## src/rtl/seg_pkg.sv

```systemverilog
// Shared 7-segment definitions: glyph bytes, pattern decoder and monitor FSM states.
// Used by the button counter, the pattern monitor and their benches.
package seg_pkg;

    // Full bus bytes {a,b,c,d,e,f,g,dp} with dp=0
    localparam logic [7:0] SEG_0     = 8'hFC;
    localparam logic [7:0] SEG_1     = 8'h60;
    localparam logic [7:0] SEG_2     = 8'hDA;
    localparam logic [7:0] SEG_3     = 8'hF2;
    localparam logic [7:0] SEG_4     = 8'h66;
    localparam logic [7:0] SEG_5     = 8'hB6;
    localparam logic [7:0] SEG_6     = 8'hBE;
    localparam logic [7:0] SEG_7     = 8'hE0;
    localparam logic [7:0] SEG_8     = 8'hFE;
    localparam logic [7:0] SEG_9     = 8'hF6;
    localparam logic [7:0] SEG_A     = 8'hEE;
    localparam logic [7:0] SEG_B     = 8'h3E;
    localparam logic [7:0] SEG_C     = 8'h9C;
    localparam logic [7:0] SEG_D     = 8'h7A;
    localparam logic [7:0] SEG_E     = 8'h9E;
    localparam logic [7:0] SEG_F     = 8'h8E;
    localparam logic [7:0] SEG_BLANK = 8'h00;

    typedef enum logic {
        WAIT_FIRST = 1'b0,
        TRACK      = 1'b1
    } mon_state_e;

    typedef struct packed {
        logic       ok;
        logic [3:0] val;
    } seg_dec_t;

    // dp is ignored; ok=0 for anything that is not one of the 16 hex glyphs
    function automatic seg_dec_t seg_decode(input logic [7:0] pat);
        seg_dec_t r;
        r.ok  = 1'b1;
        r.val = 4'h0;
        case (pat[7:1])
            SEG_0[7:1]: r.val = 4'h0;
            SEG_1[7:1]: r.val = 4'h1;
            SEG_2[7:1]: r.val = 4'h2;
            SEG_3[7:1]: r.val = 4'h3;
            SEG_4[7:1]: r.val = 4'h4;
            SEG_5[7:1]: r.val = 4'h5;
            SEG_6[7:1]: r.val = 4'h6;
            SEG_7[7:1]: r.val = 4'h7;
            SEG_8[7:1]: r.val = 4'h8;
            SEG_9[7:1]: r.val = 4'h9;
            SEG_A[7:1]: r.val = 4'hA;
            SEG_B[7:1]: r.val = 4'hB;
            SEG_C[7:1]: r.val = 4'hC;
            SEG_D[7:1]: r.val = 4'hD;
            SEG_E[7:1]: r.val = 4'hE;
            SEG_F[7:1]: r.val = 4'hF;
            default:    r.ok  = 1'b0;
        endcase
        return r;
    endfunction

endpackage

```

## src/rtl/seg_stable_filter.sv

```systemverilog
// Deglitcher for the segment bus: a byte is accepted once it has been sampled
// STABLE_CYCLES times in a row and differs from the previously accepted byte.
module seg_stable_filter #(
    parameter int STABLE_CYCLES = 4
) (
    input  logic       clk,
    input  logic       rst,
    input  logic [7:0] seg_i,
    output logic [7:0] acc_byte_o,
    output logic       acc_vld_o
);

    localparam int              CW      = $clog2(STABLE_CYCLES + 1);
    localparam logic [CW-1:0]   CNT_MAX = CW'(STABLE_CYCLES);

    logic [7:0]    seg_q;
    logic [7:0]    last_q;
    logic [CW-1:0] cnt_q, cnt_d;
    logic          acc_vld_q;
    logic          accept;

    // Counter saturates at CNT_MAX, so "reaches" and "seg differs from last" together
    // fire only once per stable run.
    always_comb begin
        if (seg_i != seg_q)
            cnt_d = CW'(1);
        else if (cnt_q == CNT_MAX)
            cnt_d = cnt_q;
        else
            cnt_d = cnt_q + 1'b1;
        accept = (cnt_d == CNT_MAX) && (seg_i != last_q);
    end

    always_ff @(posedge clk) begin
        if (rst) begin
            seg_q     <= 8'h00;
            cnt_q     <= '0;
            last_q    <= 8'h00;
            acc_vld_q <= 1'b0;
        end else begin
            seg_q     <= seg_i;
            cnt_q     <= cnt_d;
            acc_vld_q <= accept;
            if (accept)
                last_q <= seg_i;
        end
    end

    assign acc_byte_o = last_q;
    assign acc_vld_o  = acc_vld_q;

endmodule

```

## src/rtl/seg_pattern_monitor.sv

```systemverilog
// Receive-side checker for the counter's 7-segment bus: deglitches, decodes and
// verifies that accepted digits advance by +1 mod MOD.
module seg_pattern_monitor
    import seg_pkg::*;
#(
    parameter int STABLE_CYCLES = 4,
    parameter int MOD           = 10,
    parameter int CNT_W         = 8
) (
    input  logic             clk,
    input  logic             rst,
    input  logic [7:0]       seg,
    output logic [3:0]       digit,
    output logic             dp,
    output logic             blank,
    output logic             digit_valid,
    output logic             step,
    output logic             seq_err,
    output logic             bad_pat,
    output logic [CNT_W-1:0] step_cnt
);

    logic [7:0] acc_byte;
    logic       acc_vld;
    seg_dec_t   dec;

    mon_state_e       state_q, state_d;
    logic [3:0]       digit_q, digit_d;
    logic             dp_q, dp_d;
    logic             blank_q, blank_d;
    logic             dv_q, dv_d;
    logic             step_q, step_d;
    logic             err_q, err_d;
    logic             bad_q, bad_d;
    logic [CNT_W-1:0] cnt_q, cnt_d;
    logic [6:0]       prev7_q, prev7_d;

    seg_stable_filter #(
        .STABLE_CYCLES(STABLE_CYCLES)
    ) u_filter (
        .clk       (clk),
        .rst       (rst),
        .seg_i     (seg),
        .acc_byte_o(acc_byte),
        .acc_vld_o (acc_vld)
    );

    assign dec = seg_decode(acc_byte);

    always_comb begin
        state_d = state_q;
        digit_d = digit_q;
        dp_d    = dp_q;
        blank_d = blank_q;
        dv_d    = 1'b0;
        step_d  = 1'b0;
        err_d   = 1'b0;
        bad_d   = 1'b0;
        cnt_d   = cnt_q;
        prev7_d = prev7_q;
        if (acc_vld) begin
            dp_d = acc_byte[0];
            // A byte differing only in dp is a decimal-point change, not a new symbol
            if (acc_byte[7:1] != prev7_q) begin
                prev7_d = acc_byte[7:1];
                if (dec.ok) begin
                    digit_d = dec.val;
                    blank_d = 1'b0;
                    dv_d    = 1'b1;
                    state_d = TRACK;
                    if (state_q == TRACK) begin
                        if ((int'(dec.val) < MOD) &&
                            (int'(dec.val) == (int'(digit_q) + 1) % MOD)) begin
                            step_d = 1'b1;
                            if (cnt_q != '1)
                                cnt_d = cnt_q + 1'b1;
                        end else begin
                            err_d = 1'b1;
                        end
                    end
                end else if (acc_byte[7:1] == SEG_BLANK[7:1]) begin
                    blank_d = 1'b1;
                    state_d = WAIT_FIRST;
                end else begin
                    bad_d   = 1'b1;
                    state_d = WAIT_FIRST;
                end
            end
        end
    end

    always_ff @(posedge clk) begin
        if (rst) begin
            state_q <= WAIT_FIRST;
            digit_q <= 4'h0;
            dp_q    <= 1'b0;
            blank_q <= 1'b0;
            dv_q    <= 1'b0;
            step_q  <= 1'b0;
            err_q   <= 1'b0;
            bad_q   <= 1'b0;
            cnt_q   <= '0;
            prev7_q <= 7'h00;
        end else begin
            state_q <= state_d;
            digit_q <= digit_d;
            dp_q    <= dp_d;
            blank_q <= blank_d;
            dv_q    <= dv_d;
            step_q  <= step_d;
            err_q   <= err_d;
            bad_q   <= bad_d;
            cnt_q   <= cnt_d;
            prev7_q <= prev7_d;
        end
    end

    assign digit       = digit_q;
    assign dp          = dp_q;
    assign blank       = blank_q;
    assign digit_valid = dv_q;
    assign step        = step_q;
    assign seq_err     = err_q;
    assign bad_pat     = bad_q;
    assign step_cnt    = cnt_q;

endmodule
```

## config.mk

```make
export PLATFORM = sky130hd
export DESIGN_NAME = seg_pattern_monitor
export DESIGN_NICKNAME = d
export VERILOG_FILES = /design/src/rtl/seg_pkg.sv /design/src/rtl/seg_stable_filter.sv /design/src/rtl/seg_pattern_monitor.sv
export SDC_FILE = /design/constraint.sdc
export NUM_CORES = 1
export LEC_CHECK = 0
export BUFFER_PORTS_ARGS = -buffer_cell sky130_fd_sc_hd__buf_2
export CAP_MARGIN = 25
export CORE_MARGIN = 1.5
export CORE_UTILIZATION = 59
export DETAILED_ROUTE_END_ITERATION = 10
export GPL_ROUTABILITY_DRIVEN = 1
export PLACE_DENSITY_LB_ADDON = 0.2
export SLEW_MARGIN = 0
export SYNTH_ARGS = -nofsm -noshare
export SYNTH_HDL_FRONTEND = slang
export SYNTH_HIERARCHICAL = 1
export SYNTH_SLANG_ARGS = --single-unit
```

## constraint.sdc

```tcl
create_clock -name clk -period 4.7 [get_ports clk]
set_input_delay 0.235 -clock clk [delete_from_list [all_inputs] [get_ports clk]]
set_output_delay 0.235 -clock clk [all_outputs]
set_load 0.01 [all_outputs]
```

==> flow_metrics.tcl <==
set metrics [dict create \
    placed_cells 402 \
    finalMaxSlewViolations 0 \
    cts_num_sinks 46 \
    final_util_pct 66.5 \
    fp.coreArea_um2 4720 \
    grt_max_degree 47 \
    cts_buffers 5 \
    drt_iter0_markers 108 \
    synth_area_leaders "dfxtp_1 (32%), nor2b_1 (4.5%), xnor2_1 (4.2%), xor2_1 (4.2%), mux2_4 (4.1%)" \
    swShare_pct 23.4 \
    route.met3.wl_um 169 \
    grt_usage_pct 22.9 \
    r2r_start "digit[0]" \
    wl_met2_mm 2.61 \
    critical_path_class "register to register" \
    synth_area_um2 2900 \
    grt_pass1_vias 2062 \
    grt-ovfl-total 0 \
    die_area_um2 5350 \
    die_h_um 73.1 \
    areaGrowthSynthToFinish_pct 8.24 \
    m1WireLength_mm 2.73 \
    io_pins 28 \
    min_period_ns 3.69 \
    final_nets 359 \
    muxShareOfSynthArea_pct 9.49 \
    place.gp.congestion 0.913 \
    power.switching_uw 161 \
    synth-edff-count 0 \
    cts_buffer_depth 2 \
    hold_class "input port to register" \
    intPower_uw 527 \
    synth_ff_type "dfxtp_1" \
    p_clk_share_pct 38.2 \
    relSlewSlack_pct 45.8 \
    worstPathRequired_ns 4.90 \
    rr_worst_depth 13 \
    synth_fa_ha_area_share_pct 2.59 \
    grt_pass1_wl_mm 9.52 \
    cp-end-kind "register" \
    yosys.area.top_type "dfxtp_1" \
    critPathMaxFanout 12 \
    ir_worst_vdd_mv 0.141 \
    antenna-diode-count 0 \
    drc 0 \
    dr.pass1.iters 4 \
    htreeDepth 2 \
    synth_compound_area_share_pct 13.6 \
    hold_slack_ns 0.224 \
    hold_end "u_filter/seg_q[3]" \
    yosysMostFrequentCell "dfxtp_1" \
    whs_path_depth 2 \
    arrival_ns 3.89 \
    vias 2337 \
    netlist_top_cells_count "dfxtp_1 (46), nor2_1 (25), nor2b_1 (21)" \
    postCtsSetupBuffers 0 \
    maxCapViolCount 0 \
    yosysTopAreaCellShare_pct 31.8 \
    portBuffers 27 \
    drive_gt1_share_pct 16.9 \
    reg2reg_slack_ns 1.01 \
    min_period_over_period_pct 78.5 \
    ctsResizeCount 0 \
    synth-simple-area-share_pct 29.6 \
    ant_nets 0 \
    hold_start "seg[3]" \
    final_cells 411 \
    syn_nets 343 \
    fmax_mhz 271 \
    drt-vias-per-instance 5.69 \
    topRoutingLayerUsed "met4" \
    ctsHoldBuffers 0 \
    clk_latency_ns 0.31 \
    antenna_found_initial 0 \
    wirelength_mm 5.64 \
    rows 25 \
    status "completed" \
    p_comb_share_pct 4.2 \
    p_leak_uw 0.00125 \
    setup_viol 0 \
    ys_ff_latch 46 \
    timing.rr.end "step_cnt[3]" \
    wl_per_cell_um 13.7 \
    yosysSeqAreaShare_pct 31.8 \
    clkTransAtPathRegs_ns 0.09 \
    ys_types 62 \
    hold_viol_final 0 \
    synth_cells 327 \
    p_seq_share_pct 57.6 \
    rsz0062_at_grt "false" \
    skew_ns 0.00955 \
    root_buffer "clkbuf_8" \
    initial_core_util_pct 61.4 \
    dpl.hpwl_mm 3.99 \
    synthArstFlopShare_pct 0 \
    setup_tns_ns 0 \
    syn_area_per_cell_um2 8.87 \
    synth_xor_area_share_pct 8.46 \
    powerDensity_nw_per_um2 219 \
    critPathLaunchType "register" \
    cts_tree "yes" \
    worst_slew_pin_slew_ns 0.814 \
    die_x_um 73.1 \
    yosys_warnings 6 \
    synth_top_family_by_area "simple AND/OR/NAND/NOR gates" \
]
-- power by group through the flow --
| stage | registers [µW] | logic, µW | clock network [µW] |
|---|---|---|---|
| 5_1_grt | 396 | 32.7 | 287 |
| 3_5_place_dp | 405 | 29.3 | 0 |
| 2_1_floorplan | 404 | 19.4 | 0 |
| 6_report | 396 | 29.0 | 263 |
| 3_3_place_gp | 405 | 28.6 | 0 |
| 4_1_cts | 396 | 29.4 | 268 |
-- registers in the layout, indices dropped and copies added (netlist names) --
signal               cells
digit                    4
dp                       1
digit_valid              1
state_q                  1
u_filter/seg_q           8
blank                    1
step_cnt                 8
u_filter/acc_byte_o      8
u_filter/cnt_q           3
u_filter/acc_vld_o       1
step                     1
seq_err                  1
bad_pat                  1
prev7_q                  7
-- cells in the final DEF (no fill, tap or decap), types with 3 or more instances in the layout --
master    Yosys  routed
xor2_1       14      14
or3_1         3       3
mux2i_1      11      11
nor2b_1      21      21
inv_1        12      12
buf_2         4      27
nand3_1      12      12
nor3_1        7       7
and4b_1       3       3
mux2_1        3       3
nand4_1       6       6
nand3b_1      6       6
nor4b_1       4       4
nor2_1       25      25
ha_1          6       6
a31oi_1       4       4
mux2_4        8       8
o21ai_0       9       9
and3_1        7       7
nand2b_1      4       4
dfxtp_1      46      46
a21oi_1      12      12
nand2_1      18      18
xnor2_1      14      14
and2_1        4       4
nor4_1        5       5
o21a_1        3       3
clkbuf_8      0       6
-- layer usage --
layer,GRT usage (%),vias up
li1,-,1202
met1,29.5,1086
met2,37.2,36
met3,4.70,13
met4,9.22,0
met5,0,-
-- kinds of logic after synthesis --
| kind of cell | count (synthesis) |
|---|---|
| multiplexers | 23 |
| buffers and inverters | 31 |
| adder cells (fa/ha/maj) | 6 |
| XOR/XNOR | 28 |
| flip-flops | 46 |
| AO/OA/AOI/OAI | 50 |
| AND/OR/NAND/NOR | 143 |
-- area by class of cell --
cell class	instances	area, µm²
multi-input cells	250	1850
fillers	408	1580
flip-flops and latches	46	921
repair buffers	28	140
well taps	67	83.8
clock buffers	6	82.6
inverters	12	45.0
clock inverters	2	16.3
-- critical path: stages (launching register included) --
cell,delay (ns)
dfxtp_1,0.53
ha_1,0.40
or2_2,0.18
a21oi_1,0.05
a31oi_1,0.17
ha_1,0.25
inv_1,0.06
a31oi_1,0.08
nor4b_1,0.55
inv_1,0.18
a2111oi_4,0.43
o311ai_4,0.21
nor2_1,0.17
mux2_1,0.33
-- how the worst max path moves through the flow --
stage | start | endpoint | depth (start not counted)
2_1_floorplan | digit[1] | step_cnt[3] | 14
3_5_place_dp | digit[0] | step_cnt[3] | 13
5_1_grt | digit[0] | step_cnt[4] | 13
6_report | digit[0] | step_cnt[3] | 13
3_3_place_gp | digit[0] | step_cnt[3] | 13
4_1_cts | digit[0] | step_cnt[3] | 13
-- metrics by stage --
stage / worst slack, ns / power [µW] / cell area, µm²
after floorplan: 1.30 / 424 / 2900
after global placement: 1.15 / 433 / 3040
after detailed placement: 1.07 / 434 / 3040
after CTS: 1.06 / 693 / 3130
after global routing: 0.594 / 716 / 3140
final: 1.01 / 688 / 3140
Power figures use the tool's default switching activity.
